==> config.mk <==
export PLATFORM = sky130hd
export DESIGN_NAME = lane_scrambler_flat
export DESIGN_NICKNAME = d
export VERILOG_FILES = /design/src/rtl/dp_iso_pkg.sv /design/src/rtl/lane_scrambler_if.sv /design/src/rtl/lane_scrambler_lfsr16.sv /design/src/rtl/lane_scrambler.sv /design/src/flat_wrapper.sv
export SDC_FILE = /design/constraint.sdc
export NUM_CORES = 1
export LEC_CHECK = 0
export CORE_AREA = 2 2 73 75
export DETAILED_ROUTE_END_ITERATION = 8
export DIE_AREA = 0 0 75 77
export SYNTH_ARGS = -nofsm -noshare
export SYNTH_HDL_FRONTEND = slang
export SYNTH_SLANG_ARGS = --single-unit
==> constraint.sdc <==
create_clock -name clk -period 2.6 [get_ports clk]
set_input_delay 0.39 -clock clk [delete_from_list [all_inputs] [get_ports clk]]
set_output_delay 0.39 -clock clk [all_outputs]
set_load 0.01 [all_outputs]
==> src/rtl/dp_iso_pkg.sv <==
// Shared constants and types for the DisplayPort iso lane path.
// K-codes, scrambler polynomial/seed, scrambler state, output bundle.
package dp_iso_pkg;

  localparam logic [7:0]  K_BS          = 8'hBC;
  localparam logic [7:0]  K_SR          = 8'h1C;
  localparam logic [15:0] SCR_POLY_MASK = 16'h0039;
  localparam logic [15:0] SCR_SEED      = 16'hFFFF;

  typedef enum logic {
    BYPASS,
    SCRAMBLE
  } scr_state_e;

  typedef struct packed {
    logic [7:0] sym;
    logic       flag;
    logic       sr;
  } scr_out_t;

endpackage

==> src/rtl/lane_scrambler_if.sv <==
// Lane symbol bundle between iso stage, scrambler and 8b/10b encoder.
// master: drives iso_* and scr_bypass; slave: drives scr_* outputs.
interface lane_scrambler_if;

  logic [7:0] iso_symbols;
  logic       iso_control_sym_flag;
  logic       scr_bypass;
  logic [7:0] scr_symbols;
  logic       scr_control_sym_flag;
  logic       scr_sr_inserted;

  modport master (
    output iso_symbols,
    output iso_control_sym_flag,
    output scr_bypass,
    input  scr_symbols,
    input  scr_control_sym_flag,
    input  scr_sr_inserted
  );

  modport slave (
    input  iso_symbols,
    input  iso_control_sym_flag,
    input  scr_bypass,
    output scr_symbols,
    output scr_control_sym_flag,
    output scr_sr_inserted
  );

endinterface

==> src/rtl/lane_scrambler_lfsr16.sv <==
// 16-bit Galois LFSR, 8 steps per symbol, key bit k from s[15].
// Ports: clk, rst_n, load (seed), adv (8 steps) -> state, keystream.
module scr_lfsr16
  import dp_iso_pkg::*;
#(
  parameter logic [15:0] SEED = SCR_SEED
) (
  input  logic        clk,
  input  logic        rst_n,
  input  logic        load,
  input  logic        adv,
  output logic [15:0] state,
  output logic [7:0]  keystream
);

  logic [15:0] w_next;

  always_comb begin
    logic [15:0] s;
    s         = state;
    keystream = '0;
    for (int k = 0; k < 8; k++) begin
      keystream[k] = s[15];
      s = {s[14:0], 1'b0} ^
          (s[15] ? SCR_POLY_MASK : 16'h0000);
    end
    w_next = s;
  end

  always_ff @(posedge clk or negedge rst_n) begin
    if (!rst_n) begin
      state <= SEED;
    end else if (load) begin
      state <= SEED;
    end else if (adv) begin
      state <= w_next;
    end
  end

endmodule

==> src/rtl/lane_scrambler.sv <==
// Per-lane DP scrambler: BS->SR every BS_PERIOD, data XOR keystream.
// Ports: clk, rst_n, lane (slave: iso_* in, scr_bypass in, scr_* out).
module lane_scrambler
  import dp_iso_pkg::*;
#(
  parameter int          BS_PERIOD = 512,
  parameter logic [15:0] LFSR_SEED = SCR_SEED
) (
  input  logic            clk,
  input  logic            rst_n,
  lane_scrambler_if.slave lane
);

  localparam int CW =
    (BS_PERIOD > 1) ? $clog2(BS_PERIOD) : 1;
  localparam logic [CW-1:0] LAST = CW'(BS_PERIOD - 1);

  scr_state_e    r_state;
  logic [CW-1:0] r_bs_cnt;
  scr_out_t      r_out;

  logic [CW-1:0] w_cnt_cur;
  logic          w_byp;
  logic          w_is_bs;
  logic          w_is_sr;
  logic          w_wrap;
  logic          w_pass_k;
  logic          w_data;
  logic          w_load;
  logic          w_adv;
  logic [15:0]   w_lfsr;
  logic [7:0]    w_key;
  scr_out_t      w_nxt;

  assign w_byp   = lane.scr_bypass;
  assign w_is_bs = lane.iso_control_sym_flag &
                   (lane.iso_symbols == K_BS);
  assign w_is_sr = lane.iso_control_sym_flag &
                   (lane.iso_symbols == K_SR);

  // A period only runs while in SCRAMBLE.
  assign w_cnt_cur =
    (r_state == SCRAMBLE) ? r_bs_cnt : '0;

  assign w_wrap   = ~w_byp & w_is_bs &
                    (w_cnt_cur == LAST);
  assign w_pass_k = ~w_byp & ~w_wrap &
                    lane.iso_control_sym_flag;
  assign w_data   = ~w_byp &
                    ~lane.iso_control_sym_flag;

  // Upstream SR re-seeds just like an inserted one.
  assign w_load = w_byp | w_wrap |
                  (~w_byp & w_is_sr);
  assign w_adv  = ~w_byp;

  scr_lfsr16 #(
    .SEED (LFSR_SEED)
  ) u_lfsr (
    .clk       (clk),
    .rst_n     (rst_n),
    .load      (w_load),
    .adv       (w_adv),
    .state     (w_lfsr),
    .keystream (w_key)
  );

  always_comb begin
    w_nxt.sym  = lane.iso_symbols;
    w_nxt.flag = lane.iso_control_sym_flag;
    w_nxt.sr   = 1'b0;
    unique case (1'b1)
      w_byp: ;
      w_wrap: begin
        w_nxt.sym  = K_SR;
        w_nxt.flag = 1'b1;
        w_nxt.sr   = 1'b1;
      end
      w_pass_k: ;
      w_data: begin
        w_nxt.sym = lane.iso_symbols ^ w_key;
      end
      default: ;
    endcase
  end

  always_ff @(posedge clk or negedge rst_n) begin
    if (!rst_n) begin
      r_state  <= BYPASS;
      r_bs_cnt <= '0;
      r_out    <= '0;
    end else begin
      r_out   <= w_nxt;
      r_state <= w_byp ? BYPASS : SCRAMBLE;
      if (w_byp || w_wrap) begin
        r_bs_cnt <= '0;
      end else if (w_is_bs) begin
        r_bs_cnt <= w_cnt_cur + 1'b1;
      end else begin
        r_bs_cnt <= w_cnt_cur;
      end
    end
  end

  assign lane.scr_symbols          = r_out.sym;
  assign lane.scr_control_sym_flag = r_out.flag;
  assign lane.scr_sr_inserted      = r_out.sr;

endmodule

==> src/flat_wrapper.sv <==
// flat-port wrapper written by rule: the top's interface ports become plain ports
module lane_scrambler_flat import dp_iso_pkg::*;
#(
  parameter int          BS_PERIOD = 512,
  parameter logic [15:0] LFSR_SEED = SCR_SEED
)
  (clk, rst_n, lane_iso_symbols, lane_iso_control_sym_flag, lane_scr_bypass, lane_scr_symbols, lane_scr_control_sym_flag, lane_scr_sr_inserted);
  lane_scrambler_if lane_i ();
  input  logic clk;
  input  logic rst_n;
  input wire logic [$bits(lane_i.iso_symbols)-1:0] lane_iso_symbols;
  input wire logic [$bits(lane_i.iso_control_sym_flag)-1:0] lane_iso_control_sym_flag;
  input wire logic [$bits(lane_i.scr_bypass)-1:0] lane_scr_bypass;
  output wire logic [$bits(lane_i.scr_symbols)-1:0] lane_scr_symbols;
  output wire logic [$bits(lane_i.scr_control_sym_flag)-1:0] lane_scr_control_sym_flag;
  output wire logic [$bits(lane_i.scr_sr_inserted)-1:0] lane_scr_sr_inserted;
  assign lane_i.iso_symbols = lane_iso_symbols;
  assign lane_i.iso_control_sym_flag = lane_iso_control_sym_flag;
  assign lane_i.scr_bypass = lane_scr_bypass;
  assign lane_scr_symbols = lane_i.scr_symbols;
  assign lane_scr_control_sym_flag = lane_i.scr_control_sym_flag;
  assign lane_scr_sr_inserted = lane_i.scr_sr_inserted;
  lane_scrambler #(.BS_PERIOD(BS_PERIOD), .LFSR_SEED(LFSR_SEED)) u_core (.clk(clk), .rst_n(rst_n), .lane(lane_i));
endmodule
==> key figures <==
Logic synthesis
  • Mapped cell area: 1670 µm²
  • EDFF count, synth: 0
  • Area share of xor/xnor cells in the synthesized design: 0.152
  • Synth Area in Compound Gates: 0.0719
  • Syn Nets: 168
  • Post-synth cell types: 32
  • Synth top area share: 0.299
  • Area leader, netlist: dfrtp_1
  • Top_reg_cell synth: dfrtp_1
  • Cell count after synthesis: 154
  • Yosys reg bits: 36
  • Mux contribution to synthesized area: 0
  • Main area contributors after synthesis: dfrtp_1 30%, dfstp_2 25%, xnor2_1 13%
  • Synth warn: 0
  • Asr flop ratio synth: 1.00
  • Post-Synth Adder-Cell Area: 0.0150
  • Sequential fraction of the synthesis area: 0.551
  • Synth Area in Simple Gates: 0.189
  • Syn Area/Cell: 10.9 µm²
  • Main combinational cell family by area after synthesis: simple AND/OR/NAND/NOR gates

Critical path
  • Top cell family by delay on the critical path: simple AND/OR/NAND/NOR gates
  • FF-to-FF Start: u_core.r_state$_DFF_PN0_
  • Register-to-register setup slack: 0.43 ns
  • CP endpoint: u_core.u_lfsr.state[2]$_DFFE_PN1P_
  • Max incr delay on CP: 0.42 ns
  • Sum of buffers and inverters on the critical path: 1
  • Worst Setup SP: u_core.r_state$_DFF_PN0_
  • Reg2Reg Depth: 10
  • Crit. path cell count: 10
  • Cell chain of the critical path: and2_1 -> ha_1 -> nand2_1 -> nor3_1 -> ha_1 -> and3_1 -> o21bai_1 -> a31oi_1 -> buf_4 -> nand2_1
  • R2R Path End: u_core.u_lfsr.state[2]$_DFFE_PN1P_
  • Worst-path fanout max: 16
  • WP data arrival: 2.37 ns
  • Kind of critical path: reg2reg
  • WP data required: 2.80 ns
  • CP endpoint kind: flop
  • Worst Setup Start Kind: flop
  • Crit path max-delay cell type: dfrtp_1

Placed design
  • Setup WS pre-CTS: 0.424 ns
  • Placed Cells: 243
  • Post-DP HPWL: 2180 µm
  • Buffers on Ports: 21
  • Routability cong.: 0.769

GRT
  • Initial antenna violation count: 0
  • Largest net degree at the start of global routing: 37
  • Grt ovf: 0
  • Vias in the first global route: 1115
  • First-pass GRT wire length: 5350 µm
  • Gr usage total: 0.122

Clock network
  • Resized cells post-CTS: 0
  • Clock transition at path regs: 0.07 ns
  • Root buffer cell: clkbuf_8
  • Clock Path Buffers: 2
  • Number of hold buffers added after CTS: 0
  • TritonCTS Sinks: 36
  • Post-CTS Setup Bufs: 0
  • CTS tree: built
  • H-tree levels: 2
  • Worst-skew pair later-pin latency: 0.28 ns
  • Total CTS buffers: 5

Floorplanning
  • Core area: 4980 µm²
  • Initial Util: 0.336
  • Die W: 75 µm
  • Io pins: 22
  • Std cell rows: 26
  • Die area: 5780 µm²
  • Die Span Y: 77 µm

Route
  • Total Wirelength: 3010 µm
  • Number of iterations in the first detailed-routing pass: 4
  • DRC viols: 0
  • Routed via count: 1103
  • First DRT Iteration DRCs: 113
  • WL/cell: 12.0 µm
  • Post-route ant nets: 0
  • Vias/cell: 4.39

Final layout
  • Most frequent cells in the layout: 28 x nand2_1, 24 x xnor2_1, 21 x clkdlybuf4s50_1, 20 x dfrtp_1, 16 x dfstp_2
  • Non-filler cells, final: 251
  • Most common cell after layout, fill and taps aside: nand2_1
  • Layout area overhead: 23.2%
  • Layout cells sized above 1: 0.171
  • Final Net Count: 194
  • Diode count: 0

Flow run
  • Max_cap viols: 0

Timing
  • Clock Skew: 0.00946 ns
  • Final setup fails: 0
  • Fmax: 462 MHz
  • Hold WS: 0.482 ns
  • Rel. slew slack: 0.700
  • Period utilization: 0.833
  • Final setup margin: 0.434 ns
  • Slew Viols, Final: 0
  • Fin crit period: 2.17 ns
  • Final hold vios: 0
  • Setup TNS: 0 ns
  • Least-Margin Pin Slew: 0.449 ns
  • RSZ-0062 raised after global routing: false

Power and ir drop
  • Final Power: 1680 µW
  • Lkg Pwr: 0.000816 µW
  • Maximum VDD drop: 0.309 mV
  • Pwr Density: 818 nW/µm²

Min path
  • Type of the worst min-delay path: reg2reg

Outcome
  • Status: completed
==> kinds of logic after synthesis <==
family          count (synthesis)
compound gates                 19
simple gates                   60
fa+ha+maj                       2
buf+inv                         8
flops                          36
xor+xnor                       29
==> metrics by stage <==
stage	area, µm²	utilization
floorplan	1670	-
global placement	1970	0.395
detailed placement	1970	0.395
CTS	2060	0.414
global route	2060	0.414
finish	2060	0.414
==> where the power goes <==
part           total [µW]  internal (µW)  switching [µW]  leakage (µW)
Clock                 399            211             188     0.0000510
Combinational         465            260             205      0.000340
Sequential            821            732            88.5      0.000425
==> sequential cells by signal, indices dropped and copies added (netlist names) <==
register,count
u_core.lane.scr_sr_inserted,1
u_core.lane.scr_symbols,8
u_core.r_bs_cnt,9
u_core.r_state,1
u_core.lane.scr_control_sym_flag,1
u_core.u_lfsr.state,16
==> Yosys cell counts, types with 2 or more instances <==
cell type / count
ha_1: 2
dfstp_2: 16
buf_2: 2
o21ai_0: 2
nand4_1: 3
xnor2_1: 24
dfrtp_1: 20
nand2_1: 28
nand3_1: 6
nand2b_1: 4
and2_1: 4
xor2_1: 5
inv_1: 3
a31oi_1: 3
and3_1: 2
nor2_1: 6
a21oi_1: 8
clkbuf_1: 2
==> area by class of cell <==
| class | count | area [µm²] |
|---|---|---|
| Fill cell | 498 | 2920 |
| Sequential cell | 36 | 921 |
| Multi-Input combinational cell | 110 | 714 |
| Timing Repair Buffer | 24 | 233 |
| Tap cell | 70 | 87.6 |
| Clock buffer | 6 | 82.6 |
| Inverter | 3 | 11.3 |
| Clock inverter | 2 | 10.0 |
==> layer usage <==
metal / GRT usage / wire length (µm) / vias to the layer above
met3: 0.0315 / 95 / 5
met1: 0.168 / 1490 / 518
met4: 0.0536 / 61 / 0
li1: - / - / 559
met2: 0.177 / 1370 / 21
met5: 0 / 0 / -
==> how the worst min path moves through the flow <==
stage / depth (start not counted) / slack, ns / end / start
finish: 1 / 0.48 / u_core.u_lfsr.state[14]$_DFFE_PN1P_ / u_core.u_lfsr.state[6]$_DFFE_PN1P_
global route: 1 / 0.49 / u_core.u_lfsr.state[15]$_DFFE_PN1P_ / u_core.u_lfsr.state[7]$_DFFE_PN1P_
floorplan: 0 / 0.09 / u_core.lane.scr_control_sym_flag$_DFF_PN0_ / rst_n
detailed placement: 1 / 0.47 / u_core.u_lfsr.state[15]$_DFFE_PN1P_ / u_core.u_lfsr.state[7]$_DFFE_PN1P_
CTS: 1 / 0.49 / u_core.u_lfsr.state[15]$_DFFE_PN1P_ / u_core.u_lfsr.state[7]$_DFFE_PN1P_
global placement: 1 / 0.47 / u_core.u_lfsr.state[14]$_DFFE_PN1P_ / u_core.u_lfsr.state[6]$_DFFE_PN1P_
Note: power is estimated with default switching activity, not from simulation.
